[src/rtl/control_pkg.sv]
// Shared definitions for the Mini SRC hardwired control unit.
// Holds the opcode encodings, the bit positions of every datapath control
// signal inside the packed ctrl vector, and the sequencer state type.
// Two helpers are also defined here: the ALU operation select for an opcode,
// and the last execute T-step for an opcode.
package control_pkg;

  localparam int unsigned CTRL_BITS = 42;
  localparam int unsigned OPC_BITS  = 5;

  // Opcodes, IR[31:27]
  localparam logic [OPC_BITS-1:0] OP_LD   = 5'b00000;
  localparam logic [OPC_BITS-1:0] OP_LDI  = 5'b00001;
  localparam logic [OPC_BITS-1:0] OP_ST   = 5'b00010;
  localparam logic [OPC_BITS-1:0] OP_ADD  = 5'b00011;
  localparam logic [OPC_BITS-1:0] OP_SUB  = 5'b00100;
  localparam logic [OPC_BITS-1:0] OP_AND  = 5'b00101;
  localparam logic [OPC_BITS-1:0] OP_OR   = 5'b00110;
  localparam logic [OPC_BITS-1:0] OP_ROR  = 5'b00111;
  localparam logic [OPC_BITS-1:0] OP_ROL  = 5'b01000;
  localparam logic [OPC_BITS-1:0] OP_SHR  = 5'b01001;
  localparam logic [OPC_BITS-1:0] OP_SHRA = 5'b01010;
  localparam logic [OPC_BITS-1:0] OP_SHL  = 5'b01011;
  localparam logic [OPC_BITS-1:0] OP_ADDI = 5'b01100;
  localparam logic [OPC_BITS-1:0] OP_ANDI = 5'b01101;
  localparam logic [OPC_BITS-1:0] OP_ORI  = 5'b01110;
  localparam logic [OPC_BITS-1:0] OP_DIV  = 5'b01111;
  localparam logic [OPC_BITS-1:0] OP_MUL  = 5'b10000;
  localparam logic [OPC_BITS-1:0] OP_NEG  = 5'b10001;
  localparam logic [OPC_BITS-1:0] OP_NOT  = 5'b10010;
  localparam logic [OPC_BITS-1:0] OP_BR   = 5'b10011;
  localparam logic [OPC_BITS-1:0] OP_JR   = 5'b10100;
  localparam logic [OPC_BITS-1:0] OP_JAL  = 5'b10101;
  localparam logic [OPC_BITS-1:0] OP_IN   = 5'b10110;
  localparam logic [OPC_BITS-1:0] OP_OUT  = 5'b10111;
  localparam logic [OPC_BITS-1:0] OP_MFHI = 5'b11000;
  localparam logic [OPC_BITS-1:0] OP_MFLO = 5'b11001;
  localparam logic [OPC_BITS-1:0] OP_NOP  = 5'b11010;
  localparam logic [OPC_BITS-1:0] OP_HALT = 5'b11011;

  // Bit positions inside ctrl
  localparam int unsigned B_HI_IN      = 0;
  localparam int unsigned B_LO_IN      = 1;
  localparam int unsigned B_HI_OUT     = 2;
  localparam int unsigned B_LO_OUT     = 3;
  localparam int unsigned B_ZHIGH_IN   = 4;
  localparam int unsigned B_ZLOW_IN    = 5;
  localparam int unsigned B_ZHIGH_OUT  = 6;
  localparam int unsigned B_ZLOW_OUT   = 7;
  localparam int unsigned B_PC_IN      = 8;
  localparam int unsigned B_PC_OUT     = 9;
  localparam int unsigned B_MDR_IN     = 10;
  localparam int unsigned B_MDR_OUT    = 11;
  localparam int unsigned B_MAR_IN     = 12;
  localparam int unsigned B_INPORT_OUT = 13;
  localparam int unsigned B_OUTPORT_IN = 14;
  localparam int unsigned B_CSE_OUT    = 15;
  localparam int unsigned B_IR_IN      = 16;
  localparam int unsigned B_MDMUX_READ = 17;
  localparam int unsigned B_Y_IN       = 18;
  localparam int unsigned B_ADD        = 19;
  localparam int unsigned B_SUB        = 20;
  localparam int unsigned B_MUL        = 21;
  localparam int unsigned B_DIV        = 22;
  localparam int unsigned B_AND        = 23;
  localparam int unsigned B_OR         = 24;
  localparam int unsigned B_SHR        = 25;
  localparam int unsigned B_SHRA       = 26;
  localparam int unsigned B_SHL        = 27;
  localparam int unsigned B_ROR        = 28;
  localparam int unsigned B_ROL        = 29;
  localparam int unsigned B_NEG        = 30;
  localparam int unsigned B_NOT        = 31;
  localparam int unsigned B_INC_PC     = 32;
  localparam int unsigned B_GRA        = 33;
  localparam int unsigned B_GRB        = 34;
  localparam int unsigned B_GRC        = 35;
  localparam int unsigned B_RIN        = 36;
  localparam int unsigned B_ROUT       = 37;
  localparam int unsigned B_BA_OUT     = 38;
  localparam int unsigned B_RAM_READ   = 39;
  localparam int unsigned B_RAM_WRITE  = 40;
  localparam int unsigned B_CON_IN     = 41;

  // T-steps share their numeric value with the step index so tstep is a slice.
  typedef enum logic [3:0] {
    S_T0    = 4'd0,
    S_T1    = 4'd1,
    S_T2    = 4'd2,
    S_T3    = 4'd3,
    S_T4    = 4'd4,
    S_T5    = 4'd5,
    S_T6    = 4'd6,
    S_T7    = 4'd7,
    S_RESET = 4'd8,
    S_HALT  = 4'd9
  } state_t;

  // One-hot ALU select for register/immediate/multiply/unary opcodes.
  function automatic logic [CTRL_BITS-1:0] alu_op_mask(input logic [OPC_BITS-1:0] opc);
    logic [CTRL_BITS-1:0] m;
    m = '0;
    case (opc)
      OP_ADD, OP_ADDI: m[B_ADD]  = 1'b1;
      OP_SUB:          m[B_SUB]  = 1'b1;
      OP_AND, OP_ANDI: m[B_AND]  = 1'b1;
      OP_OR,  OP_ORI:  m[B_OR]   = 1'b1;
      OP_ROR:          m[B_ROR]  = 1'b1;
      OP_ROL:          m[B_ROL]  = 1'b1;
      OP_SHR:          m[B_SHR]  = 1'b1;
      OP_SHRA:         m[B_SHRA] = 1'b1;
      OP_SHL:          m[B_SHL]  = 1'b1;
      OP_DIV:          m[B_DIV]  = 1'b1;
      OP_MUL:          m[B_MUL]  = 1'b1;
      OP_NEG:          m[B_NEG]  = 1'b1;
      OP_NOT:          m[B_NOT]  = 1'b1;
      default:         m = '0;
    endcase
    return m;
  endfunction

  // Final step of each instruction; nop and unused opcodes end after fetch.
  function automatic state_t last_step(input logic [OPC_BITS-1:0] opc);
    state_t s;
    case (opc)
      OP_LD, OP_ST:                                   s = S_T7;
      OP_LDI, OP_ADD, OP_SUB, OP_AND, OP_OR, OP_ROR,
      OP_ROL, OP_SHR, OP_SHRA, OP_SHL, OP_ADDI,
      OP_ANDI, OP_ORI:                                s = S_T5;
      OP_DIV, OP_MUL, OP_BR:                          s = S_T6;
      OP_NEG, OP_NOT, OP_JAL:                         s = S_T4;
      OP_JR, OP_IN, OP_OUT, OP_MFHI, OP_MFLO, OP_HALT: s = S_T3;
      default:                                        s = S_T2;
    endcase
    return s;
  endfunction

endpackage

[src/rtl/control_sequencer_ctrl_decode.sv]
// ctrl_decode: combinational map from sequencer state, opcode and ConFFQ to
// the packed datapath control vector.
// Ports:
//   state   - current sequencer state
//   opcode  - IR[31:27]
//   con_ffq - branch condition, only gates PCin in br T6
//   ctrl    - packed control signals (bit map in control_pkg)
module ctrl_decode
  import control_pkg::*;
(
  input  state_t               state,
  input  logic [OPC_BITS-1:0]  opcode,
  input  logic                 con_ffq,
  output logic [CTRL_BITS-1:0] ctrl
);

  logic [CTRL_BITS-1:0] op_mask;

  always_comb begin
    op_mask = alu_op_mask(opcode);
    ctrl    = '0;
    case (state)
      S_T0: begin
        ctrl[B_PC_OUT] = 1'b1; ctrl[B_MAR_IN] = 1'b1;
        ctrl[B_INC_PC] = 1'b1; ctrl[B_ZLOW_IN] = 1'b1;
      end
      S_T1: begin
        ctrl[B_ZLOW_OUT] = 1'b1; ctrl[B_PC_IN] = 1'b1; ctrl[B_MDMUX_READ] = 1'b1;
        ctrl[B_RAM_READ] = 1'b1; ctrl[B_MDR_IN] = 1'b1;
      end
      S_T2: begin
        ctrl[B_MDR_OUT] = 1'b1; ctrl[B_IR_IN] = 1'b1;
      end
      S_T3, S_T4, S_T5, S_T6, S_T7: begin
        case (opcode)
          OP_LD, OP_LDI, OP_ST: begin
            case (state)
              S_T3: begin ctrl[B_GRB] = 1'b1; ctrl[B_BA_OUT] = 1'b1; ctrl[B_Y_IN] = 1'b1; end
              S_T4: begin ctrl[B_CSE_OUT] = 1'b1; ctrl[B_ADD] = 1'b1; ctrl[B_ZLOW_IN] = 1'b1; end
              S_T5: begin
                ctrl[B_ZLOW_OUT] = 1'b1;
                if (opcode == OP_LDI) begin
                  ctrl[B_GRA] = 1'b1; ctrl[B_RIN] = 1'b1;
                end else begin
                  ctrl[B_MAR_IN] = 1'b1;
                end
              end
              S_T6: begin
                ctrl[B_MDR_IN] = 1'b1;
                if (opcode == OP_LD) begin
                  ctrl[B_MDMUX_READ] = 1'b1; ctrl[B_RAM_READ] = 1'b1;
                end else if (opcode == OP_ST) begin
                  ctrl[B_GRA] = 1'b1; ctrl[B_ROUT] = 1'b1;
                end else begin
                  ctrl[B_MDR_IN] = 1'b0;
                end
              end
              S_T7: begin
                if (opcode == OP_LD) begin
                  ctrl[B_MDR_OUT] = 1'b1; ctrl[B_GRA] = 1'b1; ctrl[B_RIN] = 1'b1;
                end else if (opcode == OP_ST) begin
                  ctrl[B_RAM_WRITE] = 1'b1;
                end
              end
              default: ;
            endcase
          end
          OP_ADD, OP_SUB, OP_AND, OP_OR, OP_ROR, OP_ROL, OP_SHR, OP_SHRA, OP_SHL,
          OP_ADDI, OP_ANDI, OP_ORI: begin
            case (state)
              S_T3: begin ctrl[B_GRB] = 1'b1; ctrl[B_ROUT] = 1'b1; ctrl[B_Y_IN] = 1'b1; end
              S_T4: begin
                // Register form takes the second operand from Rc, immediate form from C.
                ctrl = ctrl | op_mask;
                ctrl[B_ZLOW_IN] = 1'b1;
                if (opcode inside {OP_ADDI, OP_ANDI, OP_ORI}) begin
                  ctrl[B_CSE_OUT] = 1'b1;
                end else begin
                  ctrl[B_GRC] = 1'b1; ctrl[B_ROUT] = 1'b1;
                end
              end
              S_T5: begin ctrl[B_ZLOW_OUT] = 1'b1; ctrl[B_GRA] = 1'b1; ctrl[B_RIN] = 1'b1; end
              default: ;
            endcase
          end
          OP_DIV, OP_MUL: begin
            case (state)
              S_T3: begin ctrl[B_GRA] = 1'b1; ctrl[B_ROUT] = 1'b1; ctrl[B_Y_IN] = 1'b1; end
              S_T4: begin
                ctrl = ctrl | op_mask;
                ctrl[B_GRB] = 1'b1; ctrl[B_ROUT] = 1'b1;
                ctrl[B_ZLOW_IN] = 1'b1; ctrl[B_ZHIGH_IN] = 1'b1;
              end
              S_T5: begin ctrl[B_ZLOW_OUT] = 1'b1; ctrl[B_LO_IN] = 1'b1; end
              S_T6: begin ctrl[B_ZHIGH_OUT] = 1'b1; ctrl[B_HI_IN] = 1'b1; end
              default: ;
            endcase
          end
          OP_NEG, OP_NOT: begin
            case (state)
              S_T3: begin
                ctrl = ctrl | op_mask;
                ctrl[B_GRB] = 1'b1; ctrl[B_ROUT] = 1'b1; ctrl[B_ZLOW_IN] = 1'b1;
              end
              S_T4: begin ctrl[B_ZLOW_OUT] = 1'b1; ctrl[B_GRA] = 1'b1; ctrl[B_RIN] = 1'b1; end
              default: ;
            endcase
          end
          OP_BR: begin
            case (state)
              S_T3: begin ctrl[B_GRA] = 1'b1; ctrl[B_ROUT] = 1'b1; ctrl[B_CON_IN] = 1'b1; end
              S_T4: begin ctrl[B_PC_OUT] = 1'b1; ctrl[B_Y_IN] = 1'b1; end
              S_T5: begin ctrl[B_CSE_OUT] = 1'b1; ctrl[B_ADD] = 1'b1; ctrl[B_ZLOW_IN] = 1'b1; end
              S_T6: begin ctrl[B_ZLOW_OUT] = 1'b1; ctrl[B_PC_IN] = con_ffq; end
              default: ;
            endcase
          end
          OP_JR: begin
            if (state == S_T3) begin
              ctrl[B_GRA] = 1'b1; ctrl[B_ROUT] = 1'b1; ctrl[B_PC_IN] = 1'b1;
            end
          end
          OP_JAL: begin
            if (state == S_T3) begin
              ctrl[B_PC_OUT] = 1'b1; ctrl[B_GRB] = 1'b1; ctrl[B_RIN] = 1'b1;
            end else if (state == S_T4) begin
              ctrl[B_GRA] = 1'b1; ctrl[B_ROUT] = 1'b1; ctrl[B_PC_IN] = 1'b1;
            end
          end
          OP_IN: begin
            if (state == S_T3) begin
              ctrl[B_INPORT_OUT] = 1'b1; ctrl[B_GRA] = 1'b1; ctrl[B_RIN] = 1'b1;
            end
          end
          OP_OUT: begin
            if (state == S_T3) begin
              ctrl[B_GRA] = 1'b1; ctrl[B_ROUT] = 1'b1; ctrl[B_OUTPORT_IN] = 1'b1;
            end
          end
          OP_MFHI: begin
            if (state == S_T3) begin
              ctrl[B_HI_OUT] = 1'b1; ctrl[B_GRA] = 1'b1; ctrl[B_RIN] = 1'b1;
            end
          end
          OP_MFLO: begin
            if (state == S_T3) begin
              ctrl[B_LO_OUT] = 1'b1; ctrl[B_GRA] = 1'b1; ctrl[B_RIN] = 1'b1;
            end
          end
          default: ;
        endcase
      end
      default: ;
    endcase
  end

endmodule

[src/rtl/control_sequencer.sv]
// control_sequencer: hardwired T-step control unit for the Mini SRC datapath.
// Runs fetch T0-T2 then the opcode's execute steps, returning to T0 or, when
// Stop is high at the final step, to HALT.
// Ports:
//   clock  - system clock, rising edge
//   clear  - asynchronous active-high reset to RESET
//   IR     - instruction register (opcode in [31:27])
//   ConFFQ - branch condition flip-flop output
//   Stop   - halt request, honoured at the end of the current instruction
//   ctrl   - packed datapath control vector
//   Run    - high while sequencing
//   tstep  - current T-step index, 0 in RESET/HALT
module control_sequencer
  import control_pkg::*;
#(
  parameter int unsigned CTRL_W = CTRL_BITS,
  parameter int unsigned OPC_W  = OPC_BITS
) (
  input  logic              clock,
  input  logic              clear,
  input  logic [31:0]       IR,
  input  logic              ConFFQ,
  input  logic              Stop,
  output logic [CTRL_W-1:0] ctrl,
  output logic              Run,
  output logic [3:0]        tstep
);

  state_t               state_q, state_d;
  logic                 run_q, run_d;
  logic [3:0]           tstep_q, tstep_d;
  logic [OPC_W-1:0]     opcode;
  logic [CTRL_BITS-1:0] ctrl_dec;
  logic                 ir_unused;

  assign opcode    = IR[31 -: OPC_W];
  assign ir_unused = ^IR[31-OPC_W:0];

  // IR is decoded directly (not through a register) because it only
  // becomes valid at the start of T3.
  always_comb begin
    state_d = state_q;
    case (state_q)
      S_RESET: state_d = S_T0;
      S_HALT:  state_d = S_HALT;
      S_T0:    state_d = S_T1;
      S_T1:    state_d = S_T2;
      default: begin
        if (state_q == S_T3 && opcode == OP_HALT) begin
          state_d = S_HALT;
        end else if (state_q == last_step(opcode)) begin
          state_d = Stop ? S_HALT : S_T0;
        end else begin
          state_d = state_t'(state_q + 4'd1);
        end
      end
    endcase
    run_d   = !(state_d inside {S_RESET, S_HALT});
    tstep_d = run_d ? {1'b0, state_d[2:0]} : '0;
  end

  always_ff @(posedge clock or posedge clear) begin
    if (clear) begin
      state_q <= S_RESET;
      run_q   <= 1'b0;
      tstep_q <= '0;
    end else begin
      state_q <= state_d;
      run_q   <= run_d;
      tstep_q <= tstep_d;
    end
  end

  ctrl_decode u_decode (
    .state   (state_q),
    .opcode  (opcode),
    .con_ffq (ConFFQ),
    .ctrl    (ctrl_dec)
  );

  assign ctrl  = ctrl_dec;
  assign Run   = run_q;
  assign tstep = tstep_q;

endmodule

[config.mk]
export PLATFORM = sky130hd
export DESIGN_NAME = control_sequencer
export DESIGN_NICKNAME = d
export VERILOG_FILES = /design/src/rtl/control_pkg.sv /design/src/rtl/control_sequencer_ctrl_decode.sv /design/src/rtl/control_sequencer.sv
export SDC_FILE = /design/constraint.sdc
export NUM_CORES = 1
export LEC_CHECK = 0
export ABC_AREA = 1
export CAP_MARGIN = 20
export CORE_UTILIZATION = 35
export CTS_CLUSTER_DIAMETER = 120
export DETAILED_ROUTE_END_ITERATION = 8
export GPL_ROUTABILITY_DRIVEN = 0
export PLACE_DENSITY = 0.78
export SYNTH_ARGS = -nofsm -noshare
export SYNTH_HDL_FRONTEND = slang
export SYNTH_SLANG_ARGS = --single-unit
export TNS_END_PERCENT = 20
[constraint.sdc]
create_clock -name clock -period 2 [get_ports clock]
set_clock_uncertainty 0.2 [all_clocks]
set_input_delay 0.4 -clock clock [delete_from_list [all_inputs] [get_ports clock]]
set_output_delay 0.4 -clock clock [all_outputs]
set_load 0.005 [all_outputs]
# Word-level counts from Yosys, hierarchy flattened
# Memories as Yosys holds them, arrays and structs flattened.
# Cells that the tools add are included.
dict set report op_classes {
  addsub 1
  n_mux 94
  n_reduce_logical 22
  eq_ne 38
}
# op count
set ops {}
lappend ops {{5-bit == test, second input constant} 11}
lappend ops {{5-bit by 4-bit == test with 1-bit output, second input constant} 8}
lappend ops {{1-bit 2-to-1 mux} 38}
lappend ops {{1-bit one-hot mux with 3 select lines} 9}
lappend ops {{1-bit one-hot mux with 2 select lines} 13}
lappend ops {{13-bit one-hot mux with 2 select lines} 1}
lappend ops {{24-bit 2-to-1 mux} 1}
lappend ops {{4-bit 2-to-1 mux} 6}
lappend ops {{5-bit by 3-bit == test with 1-bit output, second input constant} 4}
lappend ops {{1-bit one-hot mux with 5 select lines} 4}
lappend ops {{6-bit 2-to-1 mux} 3}
lappend ops {{17-bit OR reduction} 1}
lappend ops {{4-bit by 3-bit == test with 1-bit output, second input constant} 4}
lappend ops {{4-bit == test, second input constant} 4}
lappend ops {{1-bit one-hot mux with 4 select lines} 4}
lappend ops {{4-bit one-hot mux with 4 select lines} 1}
lappend ops {{16-bit OR reduction} 1}
lappend ops {{14-bit 2-to-1 mux} 1}
lappend ops {{14-bit OR reduction} 1}
lappend ops {{13-bit 2-to-1 mux} 1}
lappend ops {{12-bit OR reduction} 1}
lappend ops {{2-bit OR reduction} 6}
lappend ops {{5-bit by 2-bit == test with 1-bit output, second input constant} 2}
lappend ops {{3-bit one-hot mux with 3 select lines} 1}
lappend ops {{24 further kinds} 29}
dict set report totals {
  regBits 8
  wordCells 159
  inputBits 36
  mem_count 1
  out_inout_bits 47
  rom_bits 96
}
# memory words width read_ports rd_clocked_by_memory_dff wr line_no
set memory_table {}
lappend memory_table {{(name not given)} 32 3 1 0 0 control_pkg.sv:125} ;# case (opc)

# Depth between registers and ports, before layout
dict set report logic_depth {
  depth_word 11
  depth_mapped 15
  depth_no_buf 15
}

# Modules after synthesis
# A second synthesis with hierarchy kept.
dict set report hier_totals {
  hier_cells 273
  area_unflattened_um2 1532.7
}
# module area_per_inst_um2 cells_per_inst seq_area_each_um2 instances
set modules_own_cells {}
lappend modules_own_cells {ctrl_decode 837.1 183 0.0 1}
lappend modules_own_cells {control_sequencer 695.7 90 201.4 1}

# Least setup slack after synthesis
# No wires, ideal clock.
dict set report synth_path {
  path_kind {input-to-output}
  from {input port IR[28]}
  to {output port ctrl[27]}
  required_ns 1.400
  setup_slack_ns -0.245
  arrival_ns 1.645
  path_stages 12
  path_buffers 0
  cell_sequence {inv_1 > ha_1 > inv_1 > nor2_1 > inv_1 > o211ai_1 > nor2_1 > nand2_1 > nand2_2 > nand3_1 > nand3_1 > inv_1}
}
dict set report synth_via {
  elab_chain_cells 5
  elab_cells_between_ends 23
  cone_classes {eq/ne: 16; mux: 5; reduce/logical: 2}
}
# item line_no
set synth_rtl {}
lappend synth_rtl {{start, declared} control_sequencer.sv:21} ;# input logic [31:0] IR,
lappend synth_rtl {{5-bit by 4-bit == test with 1-bit output} {control_pkg.sv:103, control_sequencer_ctrl_decode.sv:35}}
lappend synth_rtl {{1-bit 2-to-1 mux} control_pkg.sv:103} ;# case (opc)
lappend synth_rtl {{24-bit 2-to-1 mux or 13-bit 2-to-1 mux (tied branches)} {control_sequencer_ctrl_decode.sv:100, control_sequencer_ctrl_decode.sv:70, control_sequencer_ctrl_decode.sv:87}}
lappend synth_rtl {{13-bit one-hot mux with 2 select lines *} control_sequencer_ctrl_decode.sv:35} ;# case (opcode)
lappend synth_rtl {{14-bit 2-to-1 mux *} control_sequencer_ctrl_decode.sv:22} ;# case (state)
lappend synth_rtl {{end, declared} control_sequencer.sv:24} ;# output logic [CTRL_W-1:0] ctrl,
# Every way passes the cells marked *; elsewhere a longest branch is shown, timed or not.

# Final worst setup path
# Ends and elaborated chain as after synthesis.

==> results.json <==
{
  "portBuffers": 54,
  "critical_path.max_fanout": 5,
  "final_cells": 467,
  "place_inst": 439,
  "ys_seq_area_frac": 0.142,
  "layout.nets": 465,
  "die_x_um": 65.7,
  "synth_top_cell_area_share": 0.140,
  "cts_buffers": 3,
  "synth_seq_cells": 8,
  "drcViolationCount": 0,
  "grtUsageTotal": 0.339,
  "initial_core_util": 0.377,
  "drive_gt1_frac": 0.668,
  "synth_area_leaders": "nand2_1 14%, dfrtp_1 12%, inv_1 11%",
  "grt_antenna_before_repair": 0,
  "worstPathRequired_ps": 1400,
  "finalSetupTns_ps": -12070,
  "die_h_um": 65.7,
  "p_per_area_mw_per_mm2": 809,
  "violations": "setup timing",
  "synth_top_cell_by_area": "nand2_1",
  "synthesis.area_sq_mm": 0.00142,
  "grt_max_degree": 9,
  "min_path_type": "in -> async",
  "setup_viol": 42,
  "io-pin-count": 83,
  "clockBufferDepth": 2,
  "cts_sinks": 8,
  "grt_pass1_vias": 2462,
  "setup_ws_ps": -560,
  "hold_violations": 0,
  "crit_slowest_cell": "o211ai_1",
  "rsz0062_at_grt": "yes",
  "first_iter_violations": 356,
  "firstDrtPassIters": 5,
  "critPathMaxStageDelay_ps": 230,
  "worstSetupStartpointType": "input pin",
  "path_clk_slew_ps": 40,
  "finalCritPeriodShare": 1.28,
  "rows": 22,
  "fin_crit_ps": 2560,
  "post_dp_cell_area_sq_mm": 0.00272,
  "via_per_inst": 5.97,
  "criticalPathCategory": "in -> out",
  "worstSkewPairLatency_ps": 240,
  "clockPowerShare": 0.077,
  "area_delta_synth_final_pct": 135,
  "syn_area_per_cell_sq_um": 5.62,
  "p_seq_frac": 0.120,
  "diodes": 0,
  "hold_buffers": 0,
  "routed_wl_um": 9530,
  "swShare": 0.475,
  "drv_slew": 0,
  "arrival_ps": 1960,
  "ant_nets": 0,
  "fin_hold_ws_ps": 211,
  "h-tree-depth": 1,
  "dieArea_sq_mm": 0.00432,
  "switchingPower_mw": 1.28,
  "cts_tree": "done",
  "p_leak_nw": 1.76,
  "status": "complete, but fails checks",
  "core_sq_mm": 0.00377,
  "fin_util": 0.887,
  "yosys_warnings": 0,
  "cp-end-kind": "primary output",
  "p_int_mw": 1.42,
  "total_power_mw": 2.71,
  "fmax_mhz": 391,
  "fin_area_sq_mm": 0.00334,
  "root_buffer": "clkbuf_8",
  "dpl_worst_slack_ps": -1350,
  "synth_cells": 253,
  "path_cells": "buf_12 -> inv_12 -> ha_4 -> inv_4 -> nor2_4 -> inv_2 -> o211ai_1 -> nor2_1 -> nand2_2 -> nand2_4 -> nand3_4 -> nand3_2 -> inv_1 -> buf_2",
  "synth_cell_type_count": 35,
  "hpwl_um": 4460,
  "vdd_drop_max_mv": 1.18,
  "cap_violations": 0,
  "gr-total-overflow": 0,
  "syn_nets": 298,
  "combPwrFrac": 0.804,
  "grt_pass1_wl_um": 11200,
  "wl_per_cell_um": 20.4,
  "num_vias": 2787
}
[critical path, delay by kind of cell]
kind,cells,cell delay [ps]
AND/OR/NAND/NOR,6,670
buffers and inverters,6,500
AO/OA/AOI/OAI,1,230
adder cells (fa/ha/maj),1,140
[flip-flops by register name, summed over array words and instances, names as in the netlist]
signal and count:
state_q 4, tstep 3, Run 1
[cell usage in the layout, fill, tap and decap left out, types with 4 or more instances in the layout]
cell,netlist,layout
buf_2,1,27
nand3_2,1,7
clkdlybuf4s50_1,0,7
inv_1,40,20
o21ai_1,1,4
nand3_1,30,22
nor2_2,4,14
buf_4,5,101
inv_2,7,18
dfrtp_1,7,4
nor2_4,0,15
nand2_1,53,38
inv_4,0,6
nor3_2,1,9
nor2_1,40,15
nand4_1,4,4
buf_6,0,17
nand2_2,5,14
nand2_4,2,7
clkbuf_2,0,6
ha_4,0,8
[synth_stat cells, drive strengths merged]
cell type / number
ha: 9
o22ai: 1
a22oi: 1
nor2: 44
dfstp: 1
nand3b: 2
nand4: 4
xnor2: 1
inv: 47
o211ai: 1
o31ai: 3
nand2: 60
xor2: 1
nor4: 1
a21oi: 7
a31oi: 1
o21ai: 9
nand3: 31
buf: 6
dfrtp: 7
clkinv: 1
nor3b: 1
conb: 1
nor3: 11
o2111ai: 2
[final cells by class]
cell class	count	area (sq um)
fill	156	427
timing repair buffer	168	1320
multi-input combinational	191	1490
clock buffer	4	45.0
sequential	8	205
inverter	48	223
tap	48	60.1
[cell families (layout without fill, tap and decap cells)]
family,Yosys count,after routing,share of synthesized area
simple gates,154,154,0.498
xor+xnor,2,2,0.0123
other cells,1,1,0.00264
flops,8,8,0.142
buf+inv,54,220,0.157
compound gates,25,25,0.109
fa+ha+maj,9,9,0.0792
[repair_timing]
action,in CTS,in global routing
setup endpoints to repair,50,46
pin swaps,24,27
cloned,0,0
setup buffers,13,14
gates resized for setup,186,134
[power by group through the flow]
| stage | Clock (mW) | Sequential (mW) | Combinational (mW) |
|---|---|---|---|
| after detailed placement | 0 | 0.297 | 1.59 |
| after global placement | 0 | 0.296 | 1.55 |
| after global routing | 0.221 | 0.329 | 2.31 |
| after CTS | 0.210 | 0.299 | 1.71 |
| final | 0.208 | 0.323 | 2.17 |
| after floorplan | 0 | 0.289 | 0.695 |
[path summary, 6_finish.rpt]
path | start | endpoint | slack (ps) | cells after the start
worst max-delay path | IR[28] | ctrl[27] | -560 | 14
worst min-delay path | clear | tstep[0] | 210 | 2
worst max register to register | state_q[3] | Run | 80 | 10
worst min register to register | state_q[2] | state_q[0] | 660 | 5
max in group asynchronous | clear | state_q[3] | 1100 | 2
min in group clock | state_q[2] | state_q[0] | 660 | 5
[layer usage]
| layer | up-vias | routed length [um] | GRT usage |
|---|---|---|---|
| met4 | 0 | 726 | 0.215 |
| li1 | 1140 | - | - |
| met1 | 1302 | 3470 | 0.364 |
| met3 | 94 | 828 | 0.0347 |
| met5 | - | 0 | 0 |
| met2 | 251 | 4510 | 0.622 |
Note: power is estimated with default switching activity, not from simulation.
==> RTL change 1: new RTL, config.mk and constraints unchanged <==
Change the package constant `OPC_BITS` from 5 to 10.
--- a/src/rtl/control_pkg.sv
+++ b/src/rtl/control_pkg.sv
@@ -8,3 +8,3 @@
   localparam int unsigned CTRL_BITS = 42;
-  localparam int unsigned OPC_BITS  = 5;
+  localparam int unsigned OPC_BITS  = 10;
 
Formal check against the unedited RTL: not equivalent (a bounded check fails within 4 cycles, from zero or initial values).
==> RTL change 1 against the unedited design <==
  * The run still ends with setup timing left
  * Synthesized area increased by 12%
  * Worst setup slack worse by 270 ps
  * Die area up 12%
  * Register-to-register slack got worse by 90 ps
  * Count of clock-buffer cells in the layout is the same
  * Routed wire length grew 8.0%
  * Total power decreased by 22%
  * Sequential cell count did not move
  * Cell area grew 12%
  * Worst hold slack improved by 2.7 ps
  * Critical path type unchanged
  * Critical endpoint is now ctrl[22]
==> RTL change 1: results (changes against the unedited design) <==
Run status
  – Status: finished with violations (unchanged)
  – Failing checks: setup timing (unchanged)

Global route
  – First-pass GRT wire length: 14,500 um (was 11,200 um)
  – Global-route usage over all layers: 37.3% (was 33.9%)
  – Vias in the first global route: 3,052 (was 2,462)

Yosys
  – Ranking of synthesized cells by area: nand2_1 (15%), dfrtp_1 (11%), nand3_1 (11%), inv_1 (11%), nor2_1 (11%) (was nand2_1 (14%), dfrtp_1 (12%), inv_1 (11%), nand3_1 (11%), nor2_1 (11%))
  – XOR/XNOR Fraction of Synth Area: 1.10% (was 1.23%)
  – Adder-Cell Fraction of Synth Area: 7.07% (was 7.92%)
  – Post-synthesis compound-gate area fraction: 11.5% (was 10.9%)
  – Sequential area share after synthesis: 12.6% (was 14.2%)
  – Synth Instances: 285 (was 253)
  – Asr flop ratio synth: 100% (unchanged)
  – Commonest cells post-synth: nand2_1 (63), inv_1 (46), nor2_1 (45) (was nand2_1 (53), inv_1 (40), nor2_1 (40))
  – Count of different cell masters after synthesis: 40 (was 35)
  – Syn_nets: 330 (was 298)

Drt
  – Vias per cell: 5.89 (was 5.97)
  – Routed WL: 10,300 um (was 9530 um)
  – DR pass1 iterations: 7 (was 5)
  – 1st-iter DRT viols: 289 (was 356)

Placed design
  – DP Wirelength: 4920 um (was 4460 um)
  – Inst Count DP: 482 (was 439)
  – Setup Slack @ Placement: -1380 ps (was -1350 ps)
  – Placed cell area: 0.00293 sq mm (was 0.00272 sq mm)
  – Port bufs: 59 (was 54)

Pwr
  – Worst VDD drop: 1.00 mV (was 1.18 mV)
  – LEAKAGE: 2.08 nW (was 1.76 nW)
  – NetSw: 979 uW (was 1.28 mW)

Final layout
  – Fill count: 204 (was 156)
  – Layout Cells excl Fill: 524 (was 467)
  – Layout cell share with drive strength beyond 1: 64.4% (was 66.8%)

Critical path
  – CP startpoint: IR[30] (was IR[28])
  – CP arrival: 2230 ps (was 1960 ps)
  – Slowest cell on crit path: nor3_4 (was o211ai_1)
  – Max incr delay on CP: 290 ps (was 230 ps)
  – R2R Path Start: state_q[0] (was state_q[3])

STA
  – Finish-stage setup viols: 44 (was 42)
  – Worst setup margin: -834 ps (was -560 ps)
## RTL change 1: changes by cell type after synthesis, moves of 4 or more
cell,change
nor2_1,+5
inv_1,+6
nand3_1,+5
o21ai_0,+4
nor3_1,-6
nand2_1,+10
## RTL change 1: cells by family after synthesis
family	count (synthesis)
buf+inv	61
compound gates	30
simple gates	174
other cells	1
fa+ha+maj	9
xor+xnor	2
flops	8
## RTL change 1: what timing repair did
item / CTS / global route
gates resized for setup: 264 / 86
endpoints found under the setup margin: 50 / 50
buffers inserted: 33 / 6
pin swaps: 33 / 23
## RTL change 1: per-layer routing
metal,vias up,share of wire (%),track usage (%)
met5,-,0,0
met4,0,8.7,25.9
met3,96,9.9,6.25
met2,271,48,65.4
met1,1431,34,40.5
li1,1290,-,-
## RTL change 1: power groups by stage
| stage | logic [mW] | registers (mW) | clock network, mW |
|---|---|---|---|
| 3_3_place_gp | 1.32 | 0.279 | 0 |
| 2_1_floorplan | 0.608 | 0.286 | 0 |
| 5_1_grt | 1.72 | 0.295 | 0.216 |
| 6_report | 1.62 | 0.290 | 0.206 |
| 3_5_place_dp | 1.35 | 0.281 | 0 |
| 4_1_cts | 1.42 | 0.283 | 0.206 |
## RTL change 1: path summary, 6_finish.rpt
kind | endpoint | slack, ps | depth (start not counted)
max | ctrl[22] | -830 | 16
min | tstep[2] | 210 | 2
max reg2reg | tstep[0] | -10 | 10
min reg2reg | state_q[3] | 480 | 4
max in group asynchronous | state_q[3] | 1100 | 2
min in group clock | state_q[3] | 480 | 4
## RTL change 1: worst reg2reg max path, cell delays in order, from the launching register on
cell and delay, ps:
dfrtp_1 420, inv_2 110, ha_1 180, inv_2 50, buf_4 140, a21oi_1 240, nor2_1 120, nand3b_1 130
nand3_1 100, nor2_2 130, nor2_1 60
## RTL change 1: per-stage QoR
step	TNS, ps	power [mW]
after floorplan	-4210	0.894
after global placement	-50550	1.60
after detailed placement	-53080	1.63
after CTS	-18010	1.91
after global routing	-24430	2.23
final	-22620	2.12
## RTL change 1: layout make-up
class                   count  area [sq um]  share of cell area, %
multi-input cells         216          1650                   44.1
repair buffers            189          1550                   41.6
inverters                  55           226                   6.06
flip-flops and latches      8           201                   5.39
well taps                  52          65.1                   1.74
clock buffers               4          45.0                   1.20
